## src/rtl/mult_div_unit.sv

```systemverilog
// Multicycle signed multiply (radix-2 Booth) / restoring divide unit with HI/LO result registers.
// Define MULDIV_UNSIGNED_EN to honour is_unsigned (multu/divu); otherwise every operation is signed.
module mult_div_unit #(
    parameter int WIDTH = 32
) (
    input  logic             clk,
    input  logic             reset,
    input  logic [WIDTH-1:0] A,
    input  logic [WIDTH-1:0] B,
    input  logic             start_mult,
    input  logic             start_div,
    input  logic             is_unsigned,
    output logic [WIDTH-1:0] hi,
    output logic [WIDTH-1:0] lo,
    output logic             busy,
    output logic             done,
    output logic             div_zero
);

    localparam int CW = $clog2(WIDTH);

    typedef enum logic [1:0] {IDLE, MULT, DIV, DONE} state_t;

    state_t           r_state;
    state_t           w_nextState;
    logic [CW-1:0]    r_count;
    logic [WIDTH:0]   r_acc;
    logic [WIDTH-1:0] r_q;
    logic             r_qm1;
    logic [WIDTH-1:0] r_m;
    logic             r_negQ;
    logic             r_negR;
    logic             r_divZero;
    logic             r_unsigned;
    logic [WIDTH-1:0] r_hi;
    logic [WIDTH-1:0] r_lo;

    logic             w_opUnsigned;
    logic             w_accept;
    logic             w_last;
    logic [WIDTH-1:0] w_absA;
    logic [WIDTH-1:0] w_absB;
    logic [WIDTH:0]   w_mExt;
    logic [WIDTH:0]   w_sum;
    logic             w_fill;
    logic [WIDTH:0]   w_accMul;
    logic [WIDTH-1:0] w_qMul;
    logic [WIDTH:0]   w_remShift;
    logic [WIDTH:0]   w_diff;
    logic [WIDTH:0]   w_accDiv;
    logic [WIDTH-1:0] w_qDiv;
    logic [WIDTH-1:0] w_quot;
    logic [WIDTH-1:0] w_rem;

`ifdef MULDIV_UNSIGNED_EN
    assign w_opUnsigned = is_unsigned;
`else
    assign w_opUnsigned = is_unsigned & 1'b0;
`endif

    assign w_accept = ((r_state == IDLE) || (r_state == DONE)) && (start_mult || start_div);
    assign w_last   = (r_count == CW'(WIDTH - 1));
    assign w_absA   = (A[WIDTH-1] && !w_opUnsigned) ? -A : A;
    assign w_absB   = (B[WIDTH-1] && !w_opUnsigned) ? -B : B;

    // One iteration of each algorithm; the accumulator carries an extra bit so Booth never overflows.
    always_comb begin
        w_mExt = r_unsigned ? {1'b0, r_m} : {r_m[WIDTH-1], r_m};
        w_sum  = r_acc;
        if (r_unsigned) begin
            if (r_q[0]) begin
                w_sum = r_acc + w_mExt;
            end
        end else begin
            case ({r_q[0], r_qm1})
                2'b01:   w_sum = r_acc + w_mExt;
                2'b10:   w_sum = r_acc - w_mExt;
                default: w_sum = r_acc;
            endcase
        end
        w_fill   = r_unsigned ? 1'b0 : w_sum[WIDTH];
        w_accMul = {w_fill, w_sum[WIDTH:1]};
        w_qMul   = {w_sum[0], r_q[WIDTH-1:1]};

        w_remShift = {r_acc[WIDTH-1:0], r_q[WIDTH-1]};
        w_diff     = w_remShift - {1'b0, r_m};
        if (!w_diff[WIDTH]) begin
            w_accDiv = w_diff;
            w_qDiv   = {r_q[WIDTH-2:0], 1'b1};
        end else begin
            w_accDiv = w_remShift;
            w_qDiv   = {r_q[WIDTH-2:0], 1'b0};
        end
        w_quot = r_negQ ? -w_qDiv : w_qDiv;
        w_rem  = r_negR ? -w_accDiv[WIDTH-1:0] : w_accDiv[WIDTH-1:0];
    end

    always_ff @(posedge clk or negedge reset) begin
        if (!reset) begin
            r_state <= IDLE;
        end else begin
            r_state <= w_nextState;
        end
    end

    always_comb begin
        w_nextState = r_state;
        busy        = 1'b0;
        done        = 1'b0;
        div_zero    = 1'b0;
        case (r_state)
            IDLE, DONE: begin
                done        = (r_state == DONE);
                div_zero    = (r_state == DONE) && r_divZero;
                w_nextState = IDLE;
                if (start_mult) begin
                    w_nextState = MULT;
                end else if (start_div) begin
                    w_nextState = (B == '0) ? DONE : DIV;
                end
            end
            MULT, DIV: begin
                busy = 1'b1;
                if (w_last) begin
                    w_nextState = DONE;
                end
            end
            default: w_nextState = IDLE;
        endcase
    end

    // Operands are captured at the accepting edge; HI/LO only move on the final iteration.
    always_ff @(posedge clk or negedge reset) begin
        if (!reset) begin
            r_count    <= '0;
            r_acc      <= '0;
            r_q        <= '0;
            r_qm1      <= 1'b0;
            r_m        <= '0;
            r_negQ     <= 1'b0;
            r_negR     <= 1'b0;
            r_divZero  <= 1'b0;
            r_unsigned <= 1'b0;
            r_hi       <= '0;
            r_lo       <= '0;
        end else if (w_accept) begin
            r_count    <= '0;
            r_acc      <= '0;
            r_qm1      <= 1'b0;
            r_unsigned <= w_opUnsigned;
            if (start_mult) begin
                r_m       <= A;
                r_q       <= B;
                r_negQ    <= 1'b0;
                r_negR    <= 1'b0;
                r_divZero <= 1'b0;
            end else begin
                r_m       <= w_absB;
                r_q       <= w_absA;
                r_negQ    <= !w_opUnsigned && (A[WIDTH-1] ^ B[WIDTH-1]);
                r_negR    <= !w_opUnsigned && A[WIDTH-1];
                r_divZero <= (B == '0);
            end
        end else if (r_state == MULT) begin
            r_count <= r_count + CW'(1);
            r_acc   <= w_accMul;
            r_q     <= w_qMul;
            r_qm1   <= r_q[0];
            if (w_last) begin
                r_hi <= w_accMul[WIDTH-1:0];
                r_lo <= w_qMul;
            end
        end else if (r_state == DIV) begin
            r_count <= r_count + CW'(1);
            r_acc   <= w_accDiv;
            r_q     <= w_qDiv;
            if (w_last) begin
                r_hi <= w_rem;
                r_lo <= w_quot;
            end
        end
    end

    assign hi = r_hi;
    assign lo = r_lo;

endmodule
```

## config.mk

```make
export PLATFORM = sky130hd
export DESIGN_NAME = mult_div_unit
export DESIGN_NICKNAME = d
export VERILOG_FILES = /design/src/rtl/mult_div_unit.sv
export SDC_FILE = /design/constraint.sdc
export NUM_CORES = 1
export LEC_CHECK = 0
export CAP_MARGIN = 20
export CELL_PAD_IN_SITES_DETAIL_PLACEMENT = 0
export CELL_PAD_IN_SITES_GLOBAL_PLACEMENT = 1
export CORE_MARGIN = 5
export CORE_UTILIZATION = 48
export CTS_BUF_LIST = sky130_fd_sc_hd__clkbuf_4 sky130_fd_sc_hd__clkbuf_8 sky130_fd_sc_hd__clkbuf_16
export DETAILED_ROUTE_END_ITERATION = 12
export PLACE_DENSITY = 0.9
export SLEW_MARGIN = 30
export SYNTH_ARGS = -nofsm -noshare
export SYNTH_HDL_FRONTEND = slang
export SYNTH_SLANG_ARGS = --single-unit
```

## constraint.sdc

```tcl
create_clock -name clk -period 8.3 [get_ports clk]
set_input_delay 1.66 -clock clk [delete_from_list [all_inputs] [get_ports clk]]
set_output_delay 1.66 -clock clk [all_outputs]
set_load 0.02 [all_outputs]
```

Word-level counts from Yosys, hierarchy flattened. Cells that the tools add are included.

Latch bits: 0. Memories kept: 0. Memory bits (writable): 0. Output and inout port bits: 67. Bits of input ports: 69. Word-level logic and storage cells: 81. Register bits: 172. ROM bits: 0.

Muxes and demuxes: 39. Add/sub/neg operators: 8. Multiply operators: 0. Reduce and logical (&&, ||, !) cells: 12. Magnitude comparators: 0. Equality and inequality tests: 9. Div/mod/pow operators: 0. Bitwise operators: 2. Shift operators: 0.

Operator list (number): 2-to-1 mux 32 bit (17); 2-to-1 mux 33 bit (4); negator 32 bit (4); one-hot mux 33 bit (2 select lines) (1); adder 33 bit (1); subtractor 33 x 32 -> 33 bit (1); subtractor 33 bit (1); zero test 32 bit (1); 2-to-1 mux 5 bit (3); 2-to-1 mux 1 bit (10); == test 2 bit (second input constant) (3); 2-to-1 mux 2 bit (3); inequality test 2 bit (second input constant) (3); adder 5 x 1 -> 5 bit (second input constant) (1); == test 5 bit (second input constant) (1); == test 2 x 1 -> 1 bit (second input constant) (2); one-hot mux 2 bit (2 select lines) (1); AND reduction 4 bit (1); nonzero test 2 bit (2); OR reduction 2 bit (2); nonzero test 3 bit (1); logical AND 1 bit (2); zero test 2 bit (1); logical OR 1 bit (2); 2 further kinds (2).

Longest topological paths before layout.
Word-level depth: 7. Depth in mapped cells: 27. Depth with buffers taken out: 23.

Worst setup path before layout. Ideal clock, no wire load.

Path kind: register -> register. Start: register r_m[0]. End: register r_lo[26], in the netlist lo[26]. Stages on the path, launching flop included: 26. Arrival: 5.541 ns. Clock period less this slack: 5.671 ns. Required time: 8.170 ns. Path buffers: 4. Slack: 2.629 ns. Setup time: 0.130 ns. Path through: dfrtp_1 ha_1 fa_1 nand2b_1 a211oi_2 nor2_1 o21ai_0 a2111oi_0 nor3_1 a21oi_1 o21bai_1 ha_1 buf_2 inv_1 clkbuf_1 clkbuf_1 clkbuf_1 ha_1 nand2b_1 or3_1 nand2b_1 or3_1 o41ai_1 xnor2_1 o21ai_0 o21ai_1.

Longest elaborated chain between the ends: 7.

Ends and longest elaborated chain: start: declaration (RTL line 30) `logic [WIDTH-1:0] r_m;`; start signal: assignment (RTL line 158) `r_m <= w_absB;`; subtractor 33 x 32 -> 33 bit (RTL line 86) `w_diff = w_remShift - {1'b0, r_m};`; 2-to-1 mux 1 bit (RTL line 87) `if (!w_diff[WIDTH]) begin`; negator 32 bit (RTL line 94) `w_quot = r_negQ ? -w_qDiv : w_qDiv;`; 2-to-1 mux 32 bit (RTL line 94); 2-to-1 mux 32 bit (RTL line 177) `if (w_last) begin`; 2-to-1 mux 32 bit (RTL line 173) `end else if (r_state == DIV) begin`; 2-to-1 mux 32 bit (RTL line 164) `end else if (r_state == MULT) begin`; end signal: assignment (RTL line 171) `r_lo <= w_qMul;`; end signal: assignment (RTL line 179) `r_lo <= w_quot;`; end: declaration (RTL line 36) `logic [WIDTH-1:0] r_lo;`.

No other way between the ends. The select of a mux whose other input is x is not followed. A chain may end at the register's enable or synchronous reset.

Final worst setup path.
Start: register r_acc[9]. End: register r_hi[28], in the netlist hi[28].

Longest elaborated chain between the ends: 7. Elaborated cells on any way between the ends: 11. Those cells by class: 4 x add/sub; 7 x mux.

Ends and longest elaborated chain: start: declaration (RTL line 27) `logic [WIDTH:0] r_acc;`; start signal: assignment (RTL line 166) `r_acc <= w_accMul;`; start signal: assignment (RTL line 175) `r_acc <= w_accDiv;`; subtractor 33 x 32 -> 33 bit (RTL line 86); 2-to-1 mux 33 bit (RTL line 87); negator 32 bit (RTL line 95) `w_rem = r_negR ? -w_accDiv[WIDTH-1:0] : w_accDiv[WIDTH-1:0];`; 2-to-1 mux 32 bit (RTL line 95); 2-to-1 mux 32 bit (RTL line 177); 2-to-1 mux 32 bit (RTL line 173); 2-to-1 mux 32 bit * (RTL line 164); end signal: assignment (RTL line 170) `r_hi <= w_accMul[WIDTH-1:0];`; end signal: assignment (RTL line 178) `r_hi <= w_rem;`; end: declaration (RTL line 35) `logic [WIDTH-1:0] r_hi;`.

Mark *: on every way between the ends. The rest lies on a longest branch, timed or not. The select of a mux whose other input is x is not followed.

==> reports/metrics.cfg <==
[cts]
post_cts_buffers=0
holdBufCountCts=0
clkTransAtPathRegs_ns=0.08
cts_buffers=17
cts_buffer_depth=2
cts_root_buffer=clkbuf_16
cts_tree=done
clk_latency_ns=0.47
cts_max_level=4
cts_resized=0
clock_sinks=172

[sta]
worst_pin_slew_ns=1.03
fin_crit_sh=0.895
relSlewSlack=0.312
finalSetupViolations=0
finalClockSkew_ns=0.0115
slew_violations=0
hold_violations=0
max_freq_ghz=0.135
setup-tns-final_ns=0
rsz0062_at_grt=no
fin_crit_ns=7.43

[drt]
wl_per_cell_um=20.4
viasPerCell=6.18
drc_errors=0
postRouteAntennaNets=0
dr.pass1.iters=7
num_vias=16290
drt-total-wl_mm=53.7
drt_iter0_markers=1321

[yosys]
synthesis.nets=2284
ys_seq_area_frac=0.263
ys_types=89
ys_top_cells_by_count=nand2_1 (279), o21ai_0 (233), dfrtp_1 (172)
syn_avg_cell_area_um2=7.66
synth-seq-cells=172
synth_top_area_frac=0.263
synthesis.instances=2137
async_reset_ff_frac=1.00
ys_top_cells_by_area=dfrtp_1 (26%), o21ai_0 (7.1%), nand2_1 (6.4%), ha_1 (5.8%), xnor2_1 (5.7%)
netlist_area_um2=16400
synth_ff_type=dfrtp_1
synth_edf_count=0
synth_most_common_cell=nand2_1
synth_top_area_cell=dfrtp_1
ys_warn_count=0

[floorplan]
start_util=0.487
rows=67
die_w_um=195
die-area_um2=37900
core_area_um2=33600
die_y_um=195
io-pin-count=136

[run_status]
status=finished clean

[setup_path]
crit_path_max_fanout=24
crit_buf_inv=2
start_kind=flop
worstSetupPathType=flop to flop
crit_chain=ha_1, a21oi_1, a21boi_1, o21ai_0, o21ai_0, a2111oi_0, nor3_1, a21oi_1, o21bai_1, ha_2, inv_1, buf_4, o2bb2ai_1, nor3b_2, and3_1, nand4_1, nor4_2, or4b_1, o2111a_1, a211oi_1, a31oi_1
endpoint_kind=flop
crit_slowest_cell=ha_2
crit_family=compound AO/OA/AOI/OAI gates
worst_ep_required_time_ns=8.63
worstPathArrival_ns=7.75
max_stage_delay_ns=0.67

[global_routing]
grt_max_degree=88
antenna_found_initial=6
grt_overflow=0
grt_pass1_vias=15585
grt.total_usage=0.277
grt_pass1_wl_mm=86.0

[min_path]
hold_path_class=flop to flop

[placed_design]
placed_area_um2=17900
hpwl_mm=40.2
finalWeightedCongestion=0.980
io_buffers=134

[layout]
nets=2322
drive_gt1_frac=0.0540
n_fill_cell=3188
area_growth_syn_to_layout_pct=13.1
final_area_um2=18500

[run]
drv_cap=0

## per-stage QoR
step	worst slack (ns)	utilization	cells	hold WS [ns]
floorplan	2.63	-	2137	0.462
global placement	1.23	0.534	2604	0.467
detailed placement	1.14	0.534	2604	0.471
CTS	1.16	0.550	2635	0.487
global route	0.543	0.551	2636	0.507
finish	0.870	0.551	2636	0.480
## registers in the layout, indices dropped and copies added, names as in the netlist
| register | count |
|---|---|
| hi | 32 |
| lo | 32 |
| r_acc | 33 |
| r_count | 5 |
| r_divZero | 1 |
| r_m | 32 |
| r_negQ | 1 |
| r_negR | 1 |
| r_q | 32 |
| r_qm1 | 1 |
| r_state | 2 |
## worst reg2reg max path: cells and delay by family (launching register included)
family          cells  cell delay, ns
compound gates     11            2.93
fa+ha+maj           2            1.10
buf+inv             2            0.77
flops               1            0.45
simple gates        6            2.03
## routing by layer
| metal | up-vias | part of all wire | GRT usage |
|---|---|---|---|
| met5 | - | 0.0011 | 0 |
| met4 | 8 | 0.028 | 0.0888 |
| li1 | 7793 | - | - |
| met3 | 100 | 0.068 | 0.0512 |
| met1 | 7790 | 0.44 | 0.372 |
| met2 | 599 | 0.47 | 0.453 |
## cells in the final DEF, fill, tap and decap left out, types with 5 or more instances in the layout
cell type | Yosys | routed
a211oi_1 | 22 | 22
a211oi_2 | 6 | 6
a21o_1 | 26 | 26
a21oi_1 | 143 | 143
a31o_2 | 5 | 5
a31oi_1 | 30 | 30
a41oi_1 | 10 | 10
and2_1 | 11 | 11
and3_1 | 20 | 20
buf_4 | 0 | 20
clkbuf_16 | 0 | 17
clkdlybuf4s50_1 | 0 | 132
dfrtp_1 | 172 | 171
ha_1 | 76 | 73
inv_1 | 65 | 64
mux2_2 | 9 | 9
mux2i_1 | 61 | 61
nand2_1 | 279 | 279
nand2b_1 | 53 | 53
nand3_1 | 61 | 61
nand4_1 | 13 | 13
nor2_1 | 143 | 141
nor2b_1 | 20 | 20
nor3_1 | 38 | 38
nor4_1 | 15 | 15
o211a_1 | 6 | 6
o211ai_1 | 46 | 46
o21a_1 | 30 | 30
o21ai_0 | 233 | 232
o21ai_1 | 30 | 29
o21bai_1 | 7 | 7
o22ai_1 | 5 | 5
o31ai_1 | 32 | 32
o41ai_1 | 12 | 12
or2_2 | 5 | 5
or3_1 | 27 | 27
or4_1 | 13 | 13
xnor2_1 | 106 | 106
xor2_1 | 73 | 73
## worst paths after layout
| check | startpoint | end | slack [ns] | cells after the start |
|---|---|---|---|---|
| worst min-delay path | lo[4] | lo[4] | 0.48 | 2 |
| worst max register to register | r_acc[9] | hi[28] | 0.87 | 21 |
| min in group asynchronous | reset | r_divZero | 1.25 | 1 |
| worst min register to register | lo[4] | lo[4] | 0.48 | 2 |
| worst max-delay path | r_acc[9] | hi[28] | 0.87 | 21 |
| max in group asynchronous | reset | r_m[18] | 5.85 | 2 |
## kinds of logic after synthesis
kind of cell,after synthesis,synth area share
simple gates,723,0.211
flops,172,0.263
buf+inv,201,0.0475
fa+ha+maj,78,0.0606
xor+xnor,179,0.0958
mux,71,0.0442
compound gates,713,0.278
## area by class of cell
cell class | instances | area, um^2 | area share
multi-input cells | 1764 | 11300 | 0.613
flip-flops and latches | 172 | 4310 | 0.233
repair buffers | 153 | 1480 | 0.0801
well taps | 448 | 561 | 0.0303
clock buffers | 19 | 440 | 0.0238
inverters | 67 | 251 | 0.0136
clock inverters | 12 | 115 | 0.00622
diodes | 1 | 2.50 | 0.000135
Power is left out: the tool's default activity adds up to more than one toggle a clock period on the data nets, which glitch-free logic cannot reach.
